<file path="src/rtl/mul_pkg.sv">
// Shared defaults and pipeline-split helper for the pipelined multiplier.
package mul_pkg;

  localparam int MUL_WIDTH  = 32;
  localparam int MUL_STAGES = 3;
  localparam int MUL_TAG_W  = 5;
  localparam int MUL_LEVELS = $clog2(MUL_WIDTH);

  // Number of adder-tree levels finished once stage s has registered its result.
  // Stage s evaluates levels lvl_end(s-1) .. lvl_end(s)-1, spreading them evenly.
  function automatic int lvl_end(input int s, input int levels, input int stages);
    return (s < 0) ? 0 : (levels * (s + 1)) / stages;
  endfunction

endpackage

</file>
<file path="src/rtl/mul_pp_reduce.sv">
// One adder-tree level: sums adjacent pairs of partial products.
module mul_pp_reduce #(
  parameter int N  = 2,
  parameter int PW = 64
) (
  input  logic [N-1:0][PW-1:0]   in_pp,
  output logic [N/2-1:0][PW-1:0] out_pp
);

  always_comb begin
    for (int i = 0; i < N / 2; i++) begin
      out_pp[i] = in_pp[2*i] + in_pp[2*i+1];
    end
  end

endmodule

</file>
<file path="src/rtl/mul_pipe.sv">
// Fully pipelined signed/unsigned multiplier with valid/ready handshake,
// global stall on output backpressure and single-cycle flush.
module mul_pipe
  import mul_pkg::*;
#(
  parameter int WIDTH  = MUL_WIDTH,
  parameter int STAGES = MUL_STAGES,
  parameter int TAG_W  = MUL_TAG_W
) (
  input  logic                 clk,
  input  logic                 resetn,
  input  logic                 flush,
  input  logic                 in_valid,
  output logic                 in_ready,
  input  logic                 in_signed,
  input  logic [WIDTH-1:0]     in_a,
  input  logic [WIDTH-1:0]     in_b,
  input  logic [TAG_W-1:0]     in_tag,
  output logic                 out_valid,
  input  logic                 out_ready,
  output logic [2*WIDTH-1:0]   out_prod,
  output logic [TAG_W-1:0]     out_tag,
  output logic                 busy
);

  localparam int PW     = 2 * WIDTH;
  localparam int LEVELS = $clog2(WIDTH);
  localparam int NPP    = 1 << LEVELS;

  // ---------------------------------------------------------------------------
  // Valid / stall / flush control
  // ---------------------------------------------------------------------------
  logic              stall;
  logic              accept;
  logic [STAGES-1:0] v_q;
  logic [STAGES-1:0] v_d;

  assign stall     = v_q[STAGES-1] && !out_ready;
  assign in_ready  = !stall && !flush;
  assign accept    = in_valid && in_ready;
  assign v_d       = (v_q << 1) | STAGES'(accept);
  assign out_valid = v_q[STAGES-1];
  assign busy      = |v_q;

  // NOTE: state uses <= so each stage samples its predecessor's pre-edge value.
  always_ff @(posedge clk or negedge resetn) begin
    if (!resetn) begin
      v_q <= '0;
    end else if (flush) begin
      v_q <= '0;
    end else if (!stall) begin
      v_q <= v_d;
    end
  end

  // ---------------------------------------------------------------------------
  // Operand conditioning: multiply magnitudes, fix the sign at the end.
  // |-2^(WIDTH-1)| = 2^(WIDTH-1) still fits WIDTH bits when read as unsigned.
  // ---------------------------------------------------------------------------
  logic [WIDTH-1:0]         mag_a;
  logic [WIDTH-1:0]         mag_b;
  logic                     in_neg;
  logic [NPP-1:0][PW-1:0]   pp_vec;

  assign mag_a  = (in_signed && in_a[WIDTH-1]) ? -in_a : in_a;
  assign mag_b  = (in_signed && in_b[WIDTH-1]) ? -in_b : in_b;
  assign in_neg = in_signed && (in_a[WIDTH-1] ^ in_b[WIDTH-1]);

  // NOTE: the default assignment first keeps this block free of latches.
  always_comb begin
    pp_vec = '0;
    for (int i = 0; i < WIDTH; i++) begin
      if (mag_b[i]) pp_vec[i] = PW'(mag_a) << i;
    end
  end

  // ---------------------------------------------------------------------------
  // Adder tree split across stages; each stage narrows the live vector.
  // ---------------------------------------------------------------------------
  for (genvar s = 0; s < STAGES; s++) begin : g_stage
    localparam int LO   = lvl_end(s - 1, LEVELS, STAGES);
    localparam int HI   = lvl_end(s, LEVELS, STAGES);
    localparam int CIN  = NPP >> LO;
    localparam int COUT = NPP >> HI;

    logic [CIN-1:0][PW-1:0]  sin;
    logic [COUT-1:0][PW-1:0] sout;
    logic                    neg_in;
    logic [TAG_W-1:0]        tag_in;

    if (s == 0) begin : g_src
      assign sin    = pp_vec;
      assign neg_in = in_neg;
      assign tag_in = in_tag;
    end else begin : g_src
      assign sin    = g_stage[s-1].g_reg.data_q;
      assign neg_in = g_stage[s-1].g_reg.neg_q;
      assign tag_in = g_stage[s-1].g_reg.tag_q;
    end

    for (genvar l = LO; l < HI; l++) begin : g_lvl
      localparam int N = NPP >> l;
      logic [N-1:0][PW-1:0]   lin;
      logic [N/2-1:0][PW-1:0] lout;

      if (l == LO) begin : g_in
        assign lin = sin;
      end else begin : g_in
        assign lin = g_lvl[l-1].lout;
      end

      mul_pp_reduce #(.N(N), .PW(PW)) u_reduce (
        .in_pp  (lin),
        .out_pp (lout)
      );
    end

    if (HI > LO) begin : g_out
      assign sout = g_lvl[HI-1].lout;
    end else begin : g_out
      assign sout = sin;
    end

    if (s < STAGES - 1) begin : g_reg
      logic [COUT-1:0][PW-1:0] data_q;
      logic                    neg_q;
      logic [TAG_W-1:0]        tag_q;

      // NOTE: datapath flops carry no reset; the valid bits alone say what is live.
      always_ff @(posedge clk) begin
        if (!stall) begin
          data_q <= sout;
          neg_q  <= neg_in;
          tag_q  <= tag_in;
        end
      end
    end
  end

  // ---------------------------------------------------------------------------
  // Output register: sign correction on the fully reduced sum.
  // ---------------------------------------------------------------------------
  logic [PW-1:0]    fin_sum;
  logic             fin_neg;
  logic [TAG_W-1:0] fin_tag;

  assign fin_sum = g_stage[STAGES-1].sout[0];
  assign fin_neg = g_stage[STAGES-1].neg_in;
  assign fin_tag = g_stage[STAGES-1].tag_in;

  always_ff @(posedge clk or negedge resetn) begin
    if (!resetn) begin
      out_prod <= '0;
      out_tag  <= '0;
    end else if (!stall && v_d[STAGES-1]) begin
      out_prod <= fin_neg ? -fin_sum : fin_sum;
      out_tag  <= fin_tag;
    end
  end

endmodule

</file>
<file path="config.mk">
export PLATFORM = sky130hd
export DESIGN_NAME = mul_pipe
export DESIGN_NICKNAME = d
export VERILOG_FILES = /design/src/rtl/mul_pkg.sv /design/src/rtl/mul_pp_reduce.sv /design/src/rtl/mul_pipe.sv
export SDC_FILE = /design/constraint.sdc
export NUM_CORES = 2
export LEC_CHECK = 0
export CORE_MARGIN = 1.5
export CORE_UTILIZATION = 48
export DETAILED_ROUTE_END_ITERATION = 8
export GPL_ROUTABILITY_DRIVEN = 0
export PLACE_DENSITY_LB_ADDON = 0.08
export SYNTH_ARGS = -nofsm -noshare
export SYNTH_HDL_FRONTEND = slang
export SYNTH_SLANG_ARGS = --single-unit
</file>
<file path="constraint.sdc">
create_clock -name clk -period 35.9 [get_ports clk]
set_clock_uncertainty 0.1 [all_clocks]
set_input_delay 5.385 -clock clk [delete_from_list [all_inputs] [get_ports clk]]
set_output_delay 5.385 -clock clk [all_outputs]
set_load 0.005 [all_outputs]
</file>
* Yosys cells after proc, flatten, opt, wreduce, memory -nomap -nowiden
Cells that the tools add are included.
** Word-level totals
- Register bits after elaboration :: 1364
- Bits of input ports :: 75
- Output and inout port bits :: 72
- Word-level logic and storage cells :: 112
** Cells by class
- $add $sub $neg :: 34
- Equal/unequal tests :: 1
- Mux-type cells :: 37
- Bitwise operators :: 2
- Reductions and logical operators :: 11
** Operators with widths (count)
- $add A64 B64 Y64 :: 15
- $mux W32 :: 3
- $add A62 B63 Y64 :: 1
- $mux W64 :: 1
- $neg A32 Y32 :: 2
- $neg A64 Y64 :: 1
- $mux W63 :: 1
- $add A60 B61 Y62 :: 1
- $mux W62 :: 1
- $mux W61 :: 1
- $add A58 B59 Y60 :: 1
- $mux W60 :: 1
- $mux W59 :: 1
- $add A56 B57 Y58 :: 1
- $mux W58 :: 1
- $mux W57 :: 1
- $add A54 B55 Y56 :: 1
- $mux W56 :: 1
- $mux W55 :: 1
- $add A52 B53 Y54 :: 1
- $mux W54 :: 1
- $mux W53 :: 1
- $add A50 B51 Y52 :: 1
- $mux W52 :: 1
- other kinds (35) :: 44

* Depth between registers and ports, before layout
- Word-level depth :: 8
- Gate-level depth with buffers :: 30
- Depth with buffers taken out :: 28

* By module
Synthesis repeated with hierarchy kept, for this count alone.
** Unflattened totals
- Cell total of the unflattened synthesis :: 19399
- Area total of the unflattened synthesis :: 159341.6 µm²
** Modules (own cells, without submodules)
- mul_pp_reduce at g_stage[0].g_lvl[0].u_reduce :: instances 1, cells an instance 8278, area an instance 56434.1 µm², seq. area each 0.0 µm²
- mul_pipe :: instances 1, cells an instance 3156, area an instance 48895.6 µm², seq. area each 40598.9 µm²
- mul_pp_reduce at g_stage[1].g_lvl[1].u_reduce :: instances 1, cells an instance 4207, area an instance 28562.4 µm², seq. area each 0.0 µm²
- mul_pp_reduce at g_stage[1].g_lvl[2].u_reduce :: instances 1, cells an instance 2121, area an instance 14327.5 µm², seq. area each 0.0 µm²
- mul_pp_reduce at g_stage[2].g_lvl[3].u_reduce :: instances 1, cells an instance 1073, area an instance 7284.5 µm², seq. area each 0.0 µm²
- mul_pp_reduce at g_stage[2].g_lvl[4].u_reduce :: instances 1, cells an instance 564, area an instance 3837.4 µm², seq. area each 0.0 µm²

* Least setup slack after synthesis
Ideal clock, no wire load.
- Kind :: input to output
- From :: input out_ready
- To :: output in_ready
- Arrival :: 26.201 ns
- Data required time :: 30.415 ns
- Setup slack :: 4.214 ns
- Cell stages on the path :: 3
- Buffers on the path :: 1
- Cell sequence :: nand2b_1 -> clkbuf_1 -> nor2b_1
** On the way
- Word-level cells in the longest chain between the ends :: 4
** Ends and longest elaborated chain
- from (decl) :: line mul_pipe.sv:20 : input logic out_ready,
- $logic_not A1 Y1 :: line mul_pipe.sv:38 : assign stall = v_q[STAGES-1] && !out_ready;
- $logic_and A1 B1 Y1 :: line mul_pipe.sv:38
- $logic_not A1 Y1 :: line mul_pipe.sv:39 : assign in_ready = !stall && !flush;
- $logic_and A1 B1 Y1 :: line mul_pipe.sv:39
- to (decl) :: line mul_pipe.sv:14 : output logic in_ready,
Every way passes these cells.

==> out/results.tsv <==
metric	value	unit
Die ar.	151300	sq um
Setup violations, final	0	
PortBufs	146	
Slew HR	22.96	%
Critical Path RT	36.25	ns
Area contributors post-synth	edfxtp_1 (30%), ha_1 (14%), fa_1 (8.7%)	
synthesized area	71510	sq um
WL per Instance	20.70	um
Main synth FF type	edfxtp_1	
slack of the critical path	22.94	ns
clock-pin transition on the worst setup and hold timing paths	0.06	ns
WL final	201100	um
status	complete, no violations	
ratio of cells with drive above 1 in the final layout	5.244	%
Layout Utilization	53.26	%
CP arrival	13.31	ns
Detail Placement HPWL	151000	um
CTS tree	done	
fmax	77.19	MHz
Slew Viols, Final	0	
GRT Util Overall	26.39	%
Tcrit/Tclk final	36.09	%
startpoint types	input pin	
DRC Markers	0	
CP max stage delay	0.76	ns
Post-synth EDFFs	719	
worst min path class	reg2reg	
CTS Hold Buffers Added	0	
# rows	141	
largest net degree at the start of global routing	141	
Synth Register Bits	791	
Tmin final	12.96	ns
max cap viols	0	
Skew-Pair Late Insertion Delay	0.72	ns
initial cell density of the core	48.37	%
Yosys warnings	0	
TritonCTS Buffers	96	
vias in the first global route	54890	
FF-to-FF path depth	17	
clock sink count	791	
post-cts sizing count	0	
I/O pins	147	
DR iter-0 viols	5372	
Nets	8865	
dpl ws	22.24	ns
first-pass GRT wire length	310900	um
most numerous cell in the Yosys netlist	nor2_1	
router iterations before antenna repair	8	
post-synth top area share	30.19	%
initial antenna violation count	10	
Hold Path Depth	0	
Non-Filler Instances	9713	
Seq/Total Area, Yosys	32.71	%
Crit. End Element	flop	
CTS H-tree depth	3	
most common library cells after synthesis	nor2_1 (1,409), ha_1 (776), edfxtp_1 (719), a21oi_1 (517), xnor2_1 (477)	
drt via density	5.848	
Final Hold Fails	0	
Syn Nets	8795	
Cells after Synth	7632	
Post-CTS Setup Repair Bufs	0	
Mean Syn Cell Area	9.370	sq um
FILL cells	13310	
crit-path max FO	32	
Worst-Margin Slew	1.126	ns
Async SR Flop Fraction	9.102	%
DRT antenna net count	0	
slowest cell on the critical path	a2111oi_0	
grt ovf	0	
Setup Crit Path Kind	in2reg	
unrepaired setup endpoints after global routing	false	
die outline height	389.0	um
post-synth cell types	106	
synthesis-to-finish area growth	10.11	%
CTS root buf	clkbuf_16	
via count	56800	
Clock Path Buffers	3	
Setup TNS	0	ns
Synth area leader	edfxtp_1	
dpl cells	9534	
core box area	147800	sq um
die width	389.0	um
metrics by stage:
stage	instance area [sq um]	hold slack, ns
floorplan	71510	0.3003
global placement	75630	0.3021
detailed placement	75630	0.3052
CTS	78740	0.3188
global route	78740	0.3245
finish	78740	0.3172
sequential cells by signal (all words and copies together), names as in the netlist:
signal,flops
out_tag,5
v_q,3
g_stage.g_reg.data_q,707
fin_neg,1
g_stage.g_reg.tag_q,5
out_prod,64
g_stage.g_reg.neg_q,1
fin_tag,5
worst paths after layout:
kind                                        startpoint                            to  slack (ns)
min reg2reg                  g_stage[0].g_reg.tag_q[0]                    fin_tag[0]        0.32
max reg2reg                g_stage[1].g_reg.data_q[93]                  out_prod[60]       30.05
max in group asynchronous                       resetn                  out_prod[58]       30.32
min in group asynchronous                       resetn                   out_prod[3]        4.41
max                                            in_b[0]  g_stage[0].g_reg.data_q[956]       22.94
min                          g_stage[0].g_reg.tag_q[0]                    fin_tag[0]        0.32
critical path, delay by kind of cell:
family	cells	cell delay, ns
AOI/OAI and AO/OA	11	3.43
and+or+nand+nor	10	2.61
adders and majority gates	2	0.46
xor gates and xnor gates	2	0.24
buffers and inverters	5	1.19
final cells by class:
cell class | instances | area [sq um] | share of cell area, %
diodes | 3 | 7.507 | 0.009534
clock buffers | 121 | 2600 | 3.302
clock inverters | 55 | 504.2 | 0.6403
inverters | 405 | 1520 | 1.931
multi-input cells | 6178 | 46200 | 58.67
flip-flops and latches | 791 | 23390 | 29.71
well taps | 1930 | 2415 | 3.067
repair buffers | 230 | 2102 | 2.669
cells in the final DEF, fill, tap and decap left out, types with 84 or more instances in the layout:
cell type and n:
o21a_1 149, clkbuf_16 99, xor2_1 195, nor3_1 133
ha_1 776, nor2_1 1409, a21o_1 282, xnor2_1 451
edfxtp_1 719, inv_1 404, o21bai_1 105, a21oi_1 517
o21ai_0 334, and3_1 86, clkdlybuf4s50_1 145, fa_1 312
buf_4 84, nand3_1 118, nand2_1 374
layer usage:
layer | vias up | wire length (um) | global-route usage [%]
met5 | - | 45 | 0
met4 | 8 | 5480 | 7.763
met3 | 280 | 15950 | 3.645
met2 | 1942 | 86510 | 40.81
met1 | 27400 | 93100 | 38.43
li1 | 27170 | - | -
kinds of logic after synthesis:
family	count (synthesis)	share of synthesized area [%]
xor gates and xnor gates	704	8.643
AOI/OAI and AO/OA	1801	16.38
adders and majority gates	1088	22.31
DFF	791	32.71
and+or+nand+nor	2572	16.22
buffers and inverters	663	3.550
muxes	13	0.1907
Power is not shown: default switching activity piles up to over one toggle a cycle in this logic, so the estimate is an artifact.
